### config.mk
export PLATFORM = sky130hd
export DESIGN_NAME = dsi_clk_monitor
export DESIGN_NICKNAME = d
export VERILOG_FILES = /design/src/rtl/dsi_pkg.sv /design/src/rtl/dsi_sync2.sv /design/src/rtl/dsi_clk_monitor.sv
export SDC_FILE = /design/constraint.sdc
export NUM_CORES = 1
export LEC_CHECK = 0
export CAP_MARGIN = 20
export CORE_ASPECT_RATIO = 0.6
export CORE_MARGIN = 3
export CORE_UTILIZATION = 30
export DETAILED_ROUTE_END_ITERATION = 10
export MAX_ROUTING_LAYER = met4
export SLEW_MARGIN = 20
export SYNTH_ARGS = -nofsm -noshare
export SYNTH_HDL_FRONTEND = slang
export SYNTH_SLANG_ARGS = --single-unit
### constraint.sdc
create_clock -name dsi_clk -period 2.7 [get_ports dsi_clk]
set_input_delay 0.675 -clock dsi_clk [delete_from_list [all_inputs] [get_ports dsi_clk]]
set_output_delay 0.675 -clock dsi_clk [all_outputs]
set_load 0.02 [all_outputs]
### src/rtl/dsi_pkg.sv
// Shared definitions for the DSI clock path: divider decode, expected
// reference interval and the clock-monitor state encoding.
package dsi_pkg;

    typedef enum logic [1:0] {
        ST_UNLOCKED = 2'd0,
        ST_LOCKING  = 2'd1,
        ST_LOCKED   = 2'd2
    } mon_state_e;

    // Same mapping the clock generator applies to dsi_ctrl0[1:0].
    function automatic logic [2:0] div_decode(input logic [1:0] sel);
        case (sel)
            2'b01:   return 3'd1;
            2'b00:   return 3'd2;
            2'b10:   return 3'd3;
            default: return 3'd4;
        endcase
    endfunction

    // dsi_clk cycles per 4-pclk reference half-period: 12/DIV.
    function automatic logic [7:0] exp_count(input logic [1:0] sel);
        case (div_decode(sel))
            3'd1:    return 8'd12;
            3'd2:    return 8'd6;
            3'd3:    return 8'd4;
            default: return 8'd3;
        endcase
    endfunction

endpackage

### src/rtl/dsi_sync2.sv
// Generic two-flop synchronizer for pclk -> dsi_clk level crossings.
module dsi_sync2 #(
    parameter int WIDTH = 1
) (
    input  logic             i_clk,
    input  logic [WIDTH-1:0] i_d,
    output logic [WIDTH-1:0] o_q
);

    logic [WIDTH-1:0] r_s1;
    logic [WIDTH-1:0] r_s2;

    always_ff @(posedge i_clk) begin
        r_s1 <= i_d;
        r_s2 <= r_s1;
    end

    assign o_q = r_s2;

endmodule

### src/rtl/dsi_clk_monitor.sv
// Measures dsi_clk cycles between reference-toggle edges and tracks whether
// the generated clock runs at the ratio selected by div_sel.
module dsi_clk_monitor #(
    parameter int TOL      = 1,
    parameter int LOCK_CNT = 4,
    parameter int ERR_CNT  = 2,
    parameter int TIMEOUT  = 63
) (
    input  logic       dsi_clk,
    input  logic       rst_n,
    input  logic [1:0] div_sel,
    input  logic       ref_tgl,
    input  logic       clr_err,
    output logic [7:0] meas_cnt,
    output logic       meas_valid,
    output logic       locked,
    output logic       freq_err,
    output logic       timeout_err
);
    import dsi_pkg::*;

    localparam logic [7:0]        LOCK_N = 8'(LOCK_CNT);
    localparam logic [7:0]        ERR_N  = 8'(ERR_CNT);
    localparam logic [7:0]        TMO_N  = 8'(TIMEOUT);
    localparam logic signed [9:0] TOL_S  = 10'(TOL);

    function automatic logic interval_ok(input logic [7:0] meas, input logic [7:0] expv);
        logic signed [9:0] diff;
        diff = $signed({2'b00, meas}) - $signed({2'b00, expv});
        return (diff <= TOL_S) && (diff >= -TOL_S);
    endfunction

    logic       w_ref_s2;
    logic       r_ref_s3;
    logic       w_edge;
    logic [1:0] r_div_q;
    logic       w_div_chg;
    logic       w_tmo;
    logic       w_prime_edge;
    logic       w_meas_edge;
    logic       w_good;

    logic [7:0] r_cnt;
    logic [7:0] r_meas_cnt;
    logic       r_meas_valid;
    logic       r_prime;

    mon_state_e r_state, w_state_nxt;
    logic [7:0] r_good_cnt, w_good_nxt;
    logic [7:0] r_bad_cnt, w_bad_nxt;
    logic       w_ferr_set;
    logic       r_freq_err;
    logic       r_timeout_err;

    dsi_sync2 #(.WIDTH(1)) u_ref_sync (
        .i_clk (dsi_clk),
        .i_d   (ref_tgl),
        .o_q   (w_ref_s2)
    );

    // Third flop and divider copy carry no reset: they simply track their inputs.
    always_ff @(posedge dsi_clk) begin
        r_ref_s3 <= w_ref_s2;
        r_div_q  <= div_sel;
    end

    assign w_edge      = w_ref_s2 ^ r_ref_s3;
    assign w_div_chg   = (div_sel != r_div_q);
    assign w_tmo       = (r_cnt == TMO_N);
    // A divider change or timeout in the edge cycle makes that edge the priming one.
    assign w_prime_edge = w_edge && (r_prime || w_div_chg || w_tmo);
    assign w_meas_edge  = w_edge && !w_prime_edge;
    assign w_good       = interval_ok(r_meas_cnt, exp_count(div_sel));

    // Stage p0: interval counter and measurement register
    always_ff @(posedge dsi_clk) begin
        if (!rst_n) begin
            r_cnt        <= 8'd0;
            r_meas_cnt   <= 8'd0;
            r_meas_valid <= 1'b0;
            r_prime      <= 1'b1;
        end else begin
            r_meas_valid <= w_meas_edge;
            if (w_meas_edge)
                r_meas_cnt <= r_cnt;
            if (w_edge)
                r_cnt <= 8'd1;
            else if (r_cnt != 8'hFF)
                r_cnt <= r_cnt + 8'd1;
            if (w_edge)
                r_prime <= 1'b0;
            else if (w_div_chg || w_tmo)
                r_prime <= 1'b1;
        end
    end

    always_comb begin
        w_state_nxt = r_state;
        w_good_nxt  = r_good_cnt;
        w_bad_nxt   = r_bad_cnt;
        w_ferr_set  = 1'b0;
        if (w_div_chg || w_tmo) begin
            w_state_nxt = ST_UNLOCKED;
            w_good_nxt  = 8'd0;
            w_bad_nxt   = 8'd0;
        end else if (r_meas_valid) begin
            case (r_state)
                ST_UNLOCKED: begin
                    if (w_good) begin
                        w_state_nxt = ST_LOCKING;
                        w_good_nxt  = 8'd1;
                    end
                end
                ST_LOCKING: begin
                    if (!w_good) begin
                        w_state_nxt = ST_UNLOCKED;
                        w_good_nxt  = 8'd0;
                    end else if (r_good_cnt + 8'd1 >= LOCK_N) begin
                        w_state_nxt = ST_LOCKED;
                        w_good_nxt  = 8'd0;
                        w_bad_nxt   = 8'd0;
                    end else begin
                        w_good_nxt = r_good_cnt + 8'd1;
                    end
                end
                ST_LOCKED: begin
                    if (w_good) begin
                        w_bad_nxt = 8'd0;
                    end else if (r_bad_cnt + 8'd1 >= ERR_N) begin
                        w_state_nxt = ST_UNLOCKED;
                        w_bad_nxt   = 8'd0;
                        w_ferr_set  = 1'b1;
                    end else begin
                        w_bad_nxt = r_bad_cnt + 8'd1;
                    end
                end
                default: begin
                    w_state_nxt = ST_UNLOCKED;
                    w_good_nxt  = 8'd0;
                    w_bad_nxt   = 8'd0;
                end
            endcase
        end
    end

    // Stage p1: lock FSM and sticky status; a set event beats clr_err
    always_ff @(posedge dsi_clk) begin
        if (!rst_n) begin
            r_state       <= ST_UNLOCKED;
            r_good_cnt    <= 8'd0;
            r_bad_cnt     <= 8'd0;
            r_freq_err    <= 1'b0;
            r_timeout_err <= 1'b0;
        end else begin
            r_state    <= w_state_nxt;
            r_good_cnt <= w_good_nxt;
            r_bad_cnt  <= w_bad_nxt;
            if (w_ferr_set)
                r_freq_err <= 1'b1;
            else if (clr_err)
                r_freq_err <= 1'b0;
            if (w_tmo)
                r_timeout_err <= 1'b1;
            else if (clr_err)
                r_timeout_err <= 1'b0;
        end
    end

    assign meas_cnt    = r_meas_cnt;
    assign meas_valid  = r_meas_valid;
    assign locked      = (r_state == ST_LOCKED);
    assign freq_err    = r_freq_err;
    assign timeout_err = r_timeout_err;

endmodule

==> results_dict.tcl, run 1 <==
set metrics [dict create \
    status "complete, no violations" \
    synth_warnings 0 \
    track_usage 0.136 \
    finalPower_mw 1.34 \
    tightest_slew_ns 0.420 \
    ys_async_sr_fraction 0 \
    fin_crit_sh 0.998 \
    rows 23 \
    clock_sinks 43 \
    post-route-drc-count 0 \
    cp.arrival_ns 2.86 \
    fmax_ghz 0.371 \
    instances_no_fill 371 \
    final_util 0.431 \
    postRouteAntennaNets 0 \
    wl_per_cell_um 13.5 \
    regArea_um2 861 \
    fin_nets 303 \
    cp_slowest_cell "fa_2" \
    grt_antenna_before_repair 0 \
    syn-mean-instance-area_um2 9.15 \
    synth_area_mm2 0.00220 \
    end_kind "register" \
    synth_edf_count 0 \
    num_vias 1899 \
    ys_ff_latch 43 \
    report.final.hold_viol_count 0 \
    crit_fanout 5 \
    critPathBufInv 5 \
    fin_skew_ns 0.00508 \
    grt_max_degree 19 \
    drive_above_1_share 0.225 \
    worstPathRequired_ns 2.87 \
    drt_first_pass_iters 6 \
    critPathLaunchType "input port" \
    wirelength_um 5010 \
    design.die.area_mm2 0.00845 \
    cts_root_buf "clkbuf_16" \
    grt_pass1_wl_um 8760 \
    numCtsBuffers 5 \
    crit_path_max_incr_delay_ns 0.39 \
    setup_viol 0 \
    grt_overflow 0 \
    viasPerCell 5.12 \
    dpl.cell_count 359 \
    clk_pin_slew_worst_paths_ns 0.05 \
    slew_headroom 0.718 \
    area_growth_syn_to_layout_pct 35.0 \
    tns_ns 0 \
    cts_tree "yes" \
    clock_latency_ns 0.28 \
    period_needed_ns 2.69 \
    globalplace.congestion 0.866 \
    drv_cap 0 \
    power_density_mw_per_mm2 450 \
    ioPinCount 18 \
    start_util 0.319 \
    p_leak_nw 1.15 \
    die_y_um 72.4 \
    clockBufferDepth 2 \
    seq_area_frac_synth 0.390 \
    holdCritPathClass "reg -> reg" \
    critPathKind "in -> reg" \
    rsz0062_at_grt "yes" \
    max-vdd-ir-drop_v 0.000197 \
    io_buffers 17 \
    cp_cell_sequence "buf_8 > inv_1 > ha_4 > inv_2 > fa_2 > nor2b_1 > o211ai_1 > buf_4 > and3_4 > o221ai_4 > buf_6 > a21oi_4 > nor2_1" \
    core_mm2 0.00691 \
    multi_input_area_mm2 0.00146 \
    fp.dieW_um 117 \
    grt_pass1_vias 1751 \
    synth_cells 241 \
    hpwl_um 3700 \
    antennaDiodeCount 0 \
    cts_htree_levels 2 \
    synthFlopType "dfxtp_1" \
    cp_top_family "adder cells" \
    finalMaxSlewViolations 0 \
    synth_cell_type_count 54 \
    fill_cells 668 \
    hold-worst-slack_ns 0.326 \
    mappedNetlistNets 259 \
    drt_iter0_markers 103 \
]
==> cells in the final DEF, fill, tap and decap left out, drive strengths merged, types with 9 or more instances in the layout <==
cell | Yosys | layout
o21ai | 11 | 11
clkdlybuf4s50 | 0 | 15
nor2b | 14 | 14
dfxtp | 43 | 43
mux2i | 9 | 9
nand2 | 15 | 15
and3 | 14 | 14
nor2 | 23 | 23
nand3 | 16 | 16
buf | 1 | 26
ha | 11 | 11
==> synthesized netlist by cell type, types with 2 or more instances <==
| cell type | n | area, um2 |
|---|---|---|
| or4_1 | 2 | 15.0 |
| a211oi_2 | 2 | 25.0 |
| nor2_1 | 23 | 86.3 |
| and3_1 | 14 | 87.6 |
| xnor2_1 | 6 | 52.6 |
| ha_1 | 11 | 138 |
| nand4b_1 | 2 | 17.5 |
| a2bb2oi_1 | 2 | 17.5 |
| nor4_1 | 2 | 12.5 |
| nand3b_1 | 3 | 22.5 |
| dfxtp_1 | 43 | 861 |
| or3_1 | 2 | 12.5 |
| o21a_1 | 4 | 30.0 |
| a21oi_1 | 2 | 10.0 |
| and3b_1 | 2 | 17.5 |
| nand2_1 | 15 | 56.3 |
| nand3_1 | 16 | 80.1 |
| a211oi_1 | 2 | 15.0 |
| nor3_1 | 7 | 35.0 |
| a21boi_0 | 2 | 15.0 |
| o21ai_0 | 8 | 40.0 |
| clkbuf_1 | 4 | 15.0 |
| inv_1 | 8 | 30.0 |
| mux2i_1 | 9 | 90.1 |
| o21ai_1 | 2 | 10.0 |
| nor3b_1 | 3 | 22.5 |
| o211ai_1 | 2 | 15.0 |
| nand4_1 | 2 | 12.5 |
| a31oi_1 | 3 | 18.8 |
| nor2b_1 | 14 | 87.6 |
==> worst register-to-register path: cells and delay by family, from the launching register on <==
family	cells	cell delay [ns]
AO/OA/AOI/OAI	3	0.61
adder cells (fa/ha/maj)	2	0.50
buffers and inverters	4	0.48
AND/OR/NAND/NOR	3	0.39
flip-flops	1	0.33
==> cells by family after synthesis <==
group / synth area share
AND/OR/NAND/NOR: 0.305
flip-flops: 0.390
AO/OA/AOI/OAI: 0.142
buffers and inverters: 0.0221
adder cells (fa/ha/maj): 0.0715
multiplexers: 0.0409
XOR/XNOR: 0.0278
==> layout make-up <==
class / count / share of cell area
inverters: 8 / 0.0101
well taps: 87 / 0.0366
repair buffers: 41 / 0.130
flip-flops and latches: 43 / 0.289
clock buffers: 6 / 0.0433
multi-input cells: 186 / 0.491
==> per-stage QoR <==
| step | setup slack, ns | instance area (um2) |
|---|---|---|
| after global routing | -0.137 | 2980 |
| after floorplan | 0.0617 | 2220 |
| after global placement | -0.752 | 2640 |
| after CTS | 0.0130 | 2930 |
| final | 0.00585 | 2980 |
| after detailed placement | -0.806 | 2640 |
==> layer usage <==
metal | global-route usage | part of all wire
met2 | 0.168 | 0.37
met1 | 0.209 | 0.56
met5 | - | 0
met4 | 0.0420 | 0.011
met3 | 0.0350 | 0.064
==> final timing paths <==
| check | start | endpoint | slack (ns) | cells past startpoint |
|---|---|---|---|---|
| max | div_sel[1] | r_bad_cnt[1]$_SDFFE_PP0P_ | 0.006 | 13 |
| min | u_ref_sync.r_s1$_DFF_P_ | u_ref_sync.o_q$_DFF_P_ | 0.33 | 0 |
| max reg2reg | meas_cnt[0]$_SDFFE_PN0P_ | r_bad_cnt[1]$_SDFFE_PP0P_ | 0.28 | 12 |
| min reg2reg | u_ref_sync.r_s1$_DFF_P_ | u_ref_sync.o_q$_DFF_P_ | 0.33 | 0 |
==> where the power goes <==
| group | total, mW | internal, mW | switching (mW) |
|---|---|---|---|
| sequential | 0.650 | 0.643 | 0.00652 |
| clock | 0.547 | 0.332 | 0.215 |
| combinational | 0.143 | 0.0715 | 0.0718 |
==> registers in the layout, summed over array words and instances, names as in the netlist <==
name	cells
r_bad_cnt	8
r_good_cnt	8
timeout_err	1
u_ref_sync.r_s1	1
u_ref_sync.o_q	1
meas_valid	1
freq_err	1
r_state	2
meas_cnt	8
r_prime	1
r_cnt	8
r_ref_s3	1
r_div_q	2
==> timing repair <==
action                     CTS  global route
gates resized for setup     34             8
gates cloned                 1             0
setup endpoints to repair   19            19
buffers inserted             5             1
hold buffers                 0             0
pin swaps                   15            23
Power figures use the tool's default switching activity.
==> run 2, diff against run 1 <==
--- a/config.mk
+++ b/config.mk
@@ -6,10 +6,10 @@
 export NUM_CORES = 1
 export LEC_CHECK = 0
 export CAP_MARGIN = 20
-export CORE_ASPECT_RATIO = 0.6
 export CORE_MARGIN = 3
 export CORE_UTILIZATION = 30
 export DETAILED_ROUTE_END_ITERATION = 10
+export GPL_ROUTABILITY_DRIVEN = 0
 export MAX_ROUTING_LAYER = met4
 export SLEW_MARGIN = 20
 export SYNTH_ARGS = -nofsm -noshare
==> results_dict.tcl, run 2 (synthesized netlist as in run 1, its figures left out) <==
set metrics [dict create \
    fp.dieW_um 91.7 \
    critPathKind "in -> reg" \
    area_growth_syn_to_layout_pct 30.6 \
    rows 30 \
    fin_skew_ns 0.0123 \
    start_util 0.317 \
    hpwl_um 3410 \
    viasPerCell 4.75 \
    design.die.area_mm2 0.00841 \
    cts_root_buf "clkbuf_8" \
    hold_buffers 0 \
    slew_headroom 0.733 \
    worstPathRequired_ns 2.90 \
    p_leak_nw 1.13 \
    tightest_slew_ns 0.390 \
    pwr-share-seq 0.497 \
    layout_common_cells "43 x dfxtp_1, 21 x nor2_1, 20 x buf_4, 16 x nand3_1, 15 x clkdlybuf4s50_1" \
    cp.arrival_ns 2.84 \
    tns_ns 0 \
    grt_pass1_wl_um 8310 \
    clock_latency_ns 0.30 \
    cts_htree_levels 2 \
    drive_above_1_share 0.206 \
    grt_antenna_before_repair 0 \
    holdCritPathClass "reg -> reg" \
    cts_tree "yes" \
    max-vdd-ir-drop_v 0.000213 \
    core_mm2 0.00694 \
    antennaDiodeCount 0 \
    reg2reg_setup_slack_ns 0.26 \
    grt_pass1_vias 1795 \
    end_kind "register" \
    clock_sinks 43 \
    rsz0062_at_grt "yes" \
    internal-power_mw 1.01 \
    drt_iter0_markers 92 \
    busiest_layer "met2" \
    critPathLaunchType "input port" \
    fmax_ghz 0.378 \
    clockBufferDepth 2 \
    met1_usage 0.160 \
    drt_first_pass_iters 4 \
    wirelength_um 4750 \
    setup_viol 0 \
    gr-usage-met3 0.0254 \
    finalMaxSlewViolations 0 \
    io_buffers 17 \
    num_vias 1795 \
    crit_fanout 6 \
    die_y_um 91.7 \
    fin_nets 299 \
    drv_cap 0 \
    post-route-drc-count 0 \
    report.final.hold_viol_count 0 \
    power_density_mw_per_mm2 453 \
    numCtsBuffers 5 \
    design_area_mm2 0.00288 \
    ioPinCount 18 \
    fin_crit_sh 0.980 \
    clk_pin_slew_worst_paths_ns 0.09 \
    p_switching_mw 0.297 \
    status "complete, no violations" \
    pwr-share-comb 0.103 \
    p_sw_frac 0.227 \
    dpl_cell_area_mm2 0.00262 \
    period_needed_ns 2.65 \
    track_usage 0.123 \
    postRouteAntennaNets 0 \
    grt_overflow 0 \
    met2_usage 0.187 \
    clockPowerShare 0.400 \
    wl_per_cell_um 12.6 \
    grt_max_degree 14 \
    layout_commonest_cell "dfxtp_1" \
]
==> run 2: changes by cell type in the layout (fill, tap and decap cells not counted), moves of 2 or more <==
| cell | change |
|---|---|
| ha_1 | +2 |
| clkbuf_16 | -5 |
| a2bb2oi_1 | +2 |
| clkbuf_8 | +6 |
| inv_4 | +2 |
| inv_2 | -2 |
| buf_4 | +2 |
| a2bb2oi_2 | -2 |
| ha_4 | -2 |
| buf_6 | -5 |
==> run 2: layer usage <==
layer	routed length, um	vias to the layer above
li1	-	954
met1	2400	808
met2	2120	27
met3	148	6
met4	74	0
met5	0	-
==> run 2: path summary, 6_finish.rpt <==
path / to / from / cells after the start
min: u_ref_sync.o_q$_DFF_P_ / u_ref_sync.r_s1$_DFF_P_ / 0
min reg2reg: u_ref_sync.o_q$_DFF_P_ / u_ref_sync.r_s1$_DFF_P_ / 0
max: r_state[1]$_SDFFE_PP0P_ / div_sel[0] / 11
max reg2reg: r_bad_cnt[0]$_SDFFE_PP0P_ / meas_cnt[0]$_SDFFE_PN0P_ / 11
==> run 2: repair_timing <==
| item | in CTS | in global routing |
|---|---|---|
| endpoints found under the setup margin | 19 | 19 |
| pin swaps | 9 | 11 |
| gates resized for setup | 13 | 22 |
| setup buffers | 4 | 1 |
| cloned | 1 | 0 |
==> run 2: area by class of cell <==
class	instances	area [um2]
multi-input cells	186	1420
clock buffers	6	82.6
fillers	695	4060
inverters	8	35.0
flip-flops and latches	43	861
well taps	96	120
repair buffers	37	327
clock inverters	2	35.0
==> run 2: critical path, cell delays in order <==
cell and delay, ns:
buf_6 0.11, ha_4 0.27, inv_4 0.03, fa_2 0.38, nor2b_1 0.14, o211ai_1 0.25
buf_4 0.16, a21oi_1 0.09, o221ai_4 0.32, a21oi_4 0.14, a211o_1 0.27
==> run 2: power by group through the flow <==
stage | clock network [mW] | registers (mW) | logic (mW)
2_1_floorplan | 0 | 0.663 | 0.0737
3_3_place_gp | 0 | 0.663 | 0.112
3_5_place_dp | 0 | 0.663 | 0.113
4_1_cts | 0.540 | 0.648 | 0.122
5_1_grt | 0.562 | 0.650 | 0.151
6_report | 0.522 | 0.648 | 0.135
==> run 2: through the flow <==
step	hold slack (ns)	setup WS, ns	cells	utilization	total power [mW]
after floorplan	0.310	0.0617	241	-	0.736
after global placement	0.311	-0.740	366	0.378	0.775
after detailed placement	0.315	-0.769	366	0.378	0.776
after CTS	0.334	0.0387	378	0.403	1.31
after global routing	0.360	-0.0829	378	0.415	1.36
final	0.331	0.0540	378	0.415	1.31
==> run 3, diff against run 2 <==
==> constraint.sdc (replaced) <==
create_clock -name dsi_clk -period 3.25 [get_ports dsi_clk]
set_input_delay 0.8125 -clock dsi_clk [delete_from_list [all_inputs] [get_ports dsi_clk]]
set_output_delay 0.8125 -clock dsi_clk [all_outputs]
set_load 0.02 [all_outputs]
==> results_dict.tcl, run 3 (synthesized netlist as in run 1, its figures left out) <==
set metrics [dict create \
    status "complete, no violations" \
    clk_pin_slew_worst_paths_ns 0.08 \
    reg2regPathDepth 11 \
    numCtsBuffers 5 \
    holdCritPathClass "reg -> reg" \
    worstReg2RegStart "meas_cnt[0]$_SDFFE_PN0P_" \
    cp_common_cell "xnor2_1" \
    rsz0062_at_grt "no" \
    cp.arrival_ns 3.28 \
    wirelength_um 4630 \
    fin_nets 298 \
    critPathKind "in -> reg" \
    start_util 0.317 \
    grt_antenna_before_repair 0 \
    design_area_mm2 0.00277 \
    min_to "u_ref_sync.o_q$_DFF_P_" \
    grt_overflow 0 \
    area_growth_syn_to_layout_pct 25.8 \
    multi_input_area_mm2 0.00134 \
    critPathLaunchType "input port" \
    rows 30 \
    cp_cell_sequence "dlygate4sd2_1 > ha_2 > ha_1 > inv_1 > fa_2 > xnor2_1 > xnor2_1 > nor4b_4 > o21a_1 > a211oi_2 > buf_4 > o31ai_2" \
    clock_sinks 43 \
    instances_no_fill 376 \
    ioPinCount 18 \
    layout_commonest_cell "dfxtp_1" \
    design.die.area_mm2 0.00841 \
    slew_headroom 0.405 \
    core_mm2 0.00694 \
    grt_pass1_vias 1749 \
    fp.dieW_um 91.7 \
    worstPathRequired_ns 3.47 \
    num_vias 1833 \
    regArea_um2 861 \
    end_kind "register" \
    hpwl_um 3420 \
    max-vdd-ir-drop_v 0.000176 \
    io_buffers 17 \
    report.final.hold_viol_count 0 \
    track_usage 0.120 \
    fin_skew_ns 0.00559 \
    crit_fanout 7 \
    crit_path_max_incr_delay_ns 0.36 \
    p_leak_nw 1.11 \
    cp_slowest_cell "fa_2" \
    fill_cells 706 \
    hold_buffers 0 \
    postRouteAntennaNets 0 \
    wl_per_cell_um 12.3 \
    drive_above_1_share 0.154 \
    post-route-drc-count 0 \
    cts_root_buf "clkbuf_8" \
    cts_tree "yes" \
    dpl.cell_count 365 \
    reg2reg_to "r_good_cnt[1]$_SDFFE_PP0P_" \
    fin_crit_sh 0.939 \
    grt_max_degree 16 \
    min_from "u_ref_sync.r_s1$_DFF_P_" \
    finalMaxSlewViolations 0 \
    layout_common_cells "43 x dfxtp_1, 22 x nor2_1, 20 x buf_4, 16 x nand3_1" \
    fmax_ghz 0.328 \
    cts_htree_levels 2 \
    clockBufferDepth 2 \
    drt_first_pass_iters 4 \
    cp_top_family "adder cells" \
    setup_viol 0 \
    critPathBufInv 3 \
    viasPerCell 4.88 \
    drv_cap 0 \
    drt_iter0_markers 83 \
    tightest_slew_ns 0.882 \
    grt_pass1_wl_um 8090 \
    dpl_cell_area_mm2 0.00260 \
    antennaDiodeCount 0 \
    worstHoldPathCells 0 \
    power_density_mw_per_mm2 377 \
    die_y_um 91.7 \
    clock_latency_ns 0.30 \
    period_needed_ns 3.05 \
    reg2reg_setup_slack_ns 0.82 \
]
-- run 3: cell count changes in the layout (fill, tap and decap cells not counted), sizes merged --
cell and delta:
dlymetal6s2s +1, a21oi -1, dlygate4sd2 +1, clkinv -1, buf -2
-- run 3: per-stage QoR --
stage	TNS [ns]	hold WS (ns)	util	power, mW	setup WS (ns)
2_1_floorplan	0	0.310	-	0.611	0.234
3_3_place_gp	-6.95	0.315	0.374	0.643	-0.431
3_5_place_dp	-7.34	0.315	0.374	0.644	-0.445
4_1_cts	0	0.334	0.392	1.05	0.0116
5_1_grt	0	0.340	0.399	1.08	0.0131
6_report	0	0.330	0.399	1.05	0.198
-- run 3: power by group --
group	switching, mW	leakage [nW]	internal (mW)
Sequential	0.00503	0.349	0.533
Combinational	0.0521	0.705	0.0476
Clock	0.182	0.0513	0.225
Total	0.239	1.11	0.806
-- run 3: final cells by class --
class,instances,area share
inverter,8,0.0108
tap,96,0.0433
clock inverter,1,0.0108
timing repair buffer,37,0.116
sequential,43,0.310
multi-input combinational,185,0.483
clock buffer,6,0.0262
-- run 3: worst max-delay path by stage --
| stage | from | endpoint | slack [ns] | cells after the start |
|---|---|---|---|---|
| finish | div_sel[0] | r_good_cnt[1]$_SDFFE_PP0P_ | 0.20 | 12 |
| global route | div_sel[0] | r_good_cnt[1]$_SDFFE_PP0P_ | 0.01 | 14 |
| CTS | div_sel[1] | r_good_cnt[1]$_SDFFE_PP0P_ | 0.01 | 12 |
| detailed placement | div_sel[0] | r_good_cnt[1]$_SDFFE_PP0P_ | -0.44 | 13 |
| global placement | div_sel[0] | r_good_cnt[1]$_SDFFE_PP0P_ | -0.43 | 13 |
| floorplan | div_sel[0] | r_good_cnt[1]$_SDFFE_PP0P_ | 0.23 | 10 |
-- run 3: timing repair --
| action | 4_1_cts | 5_1_grt |
|---|---|---|
| buffers inserted | 2 | 2 |
| gates resized for setup | 3 | 7 |
| endpoints found under the setup margin | 19 | 19 |
| pin swaps | 4 | 1 |
-- run 3: per-layer routing --
layer  share of wire  global-route usage
met4           0.021              0.0483
met5               0                   -
met3           0.033              0.0304
met1            0.50               0.145
met2            0.44               0.192
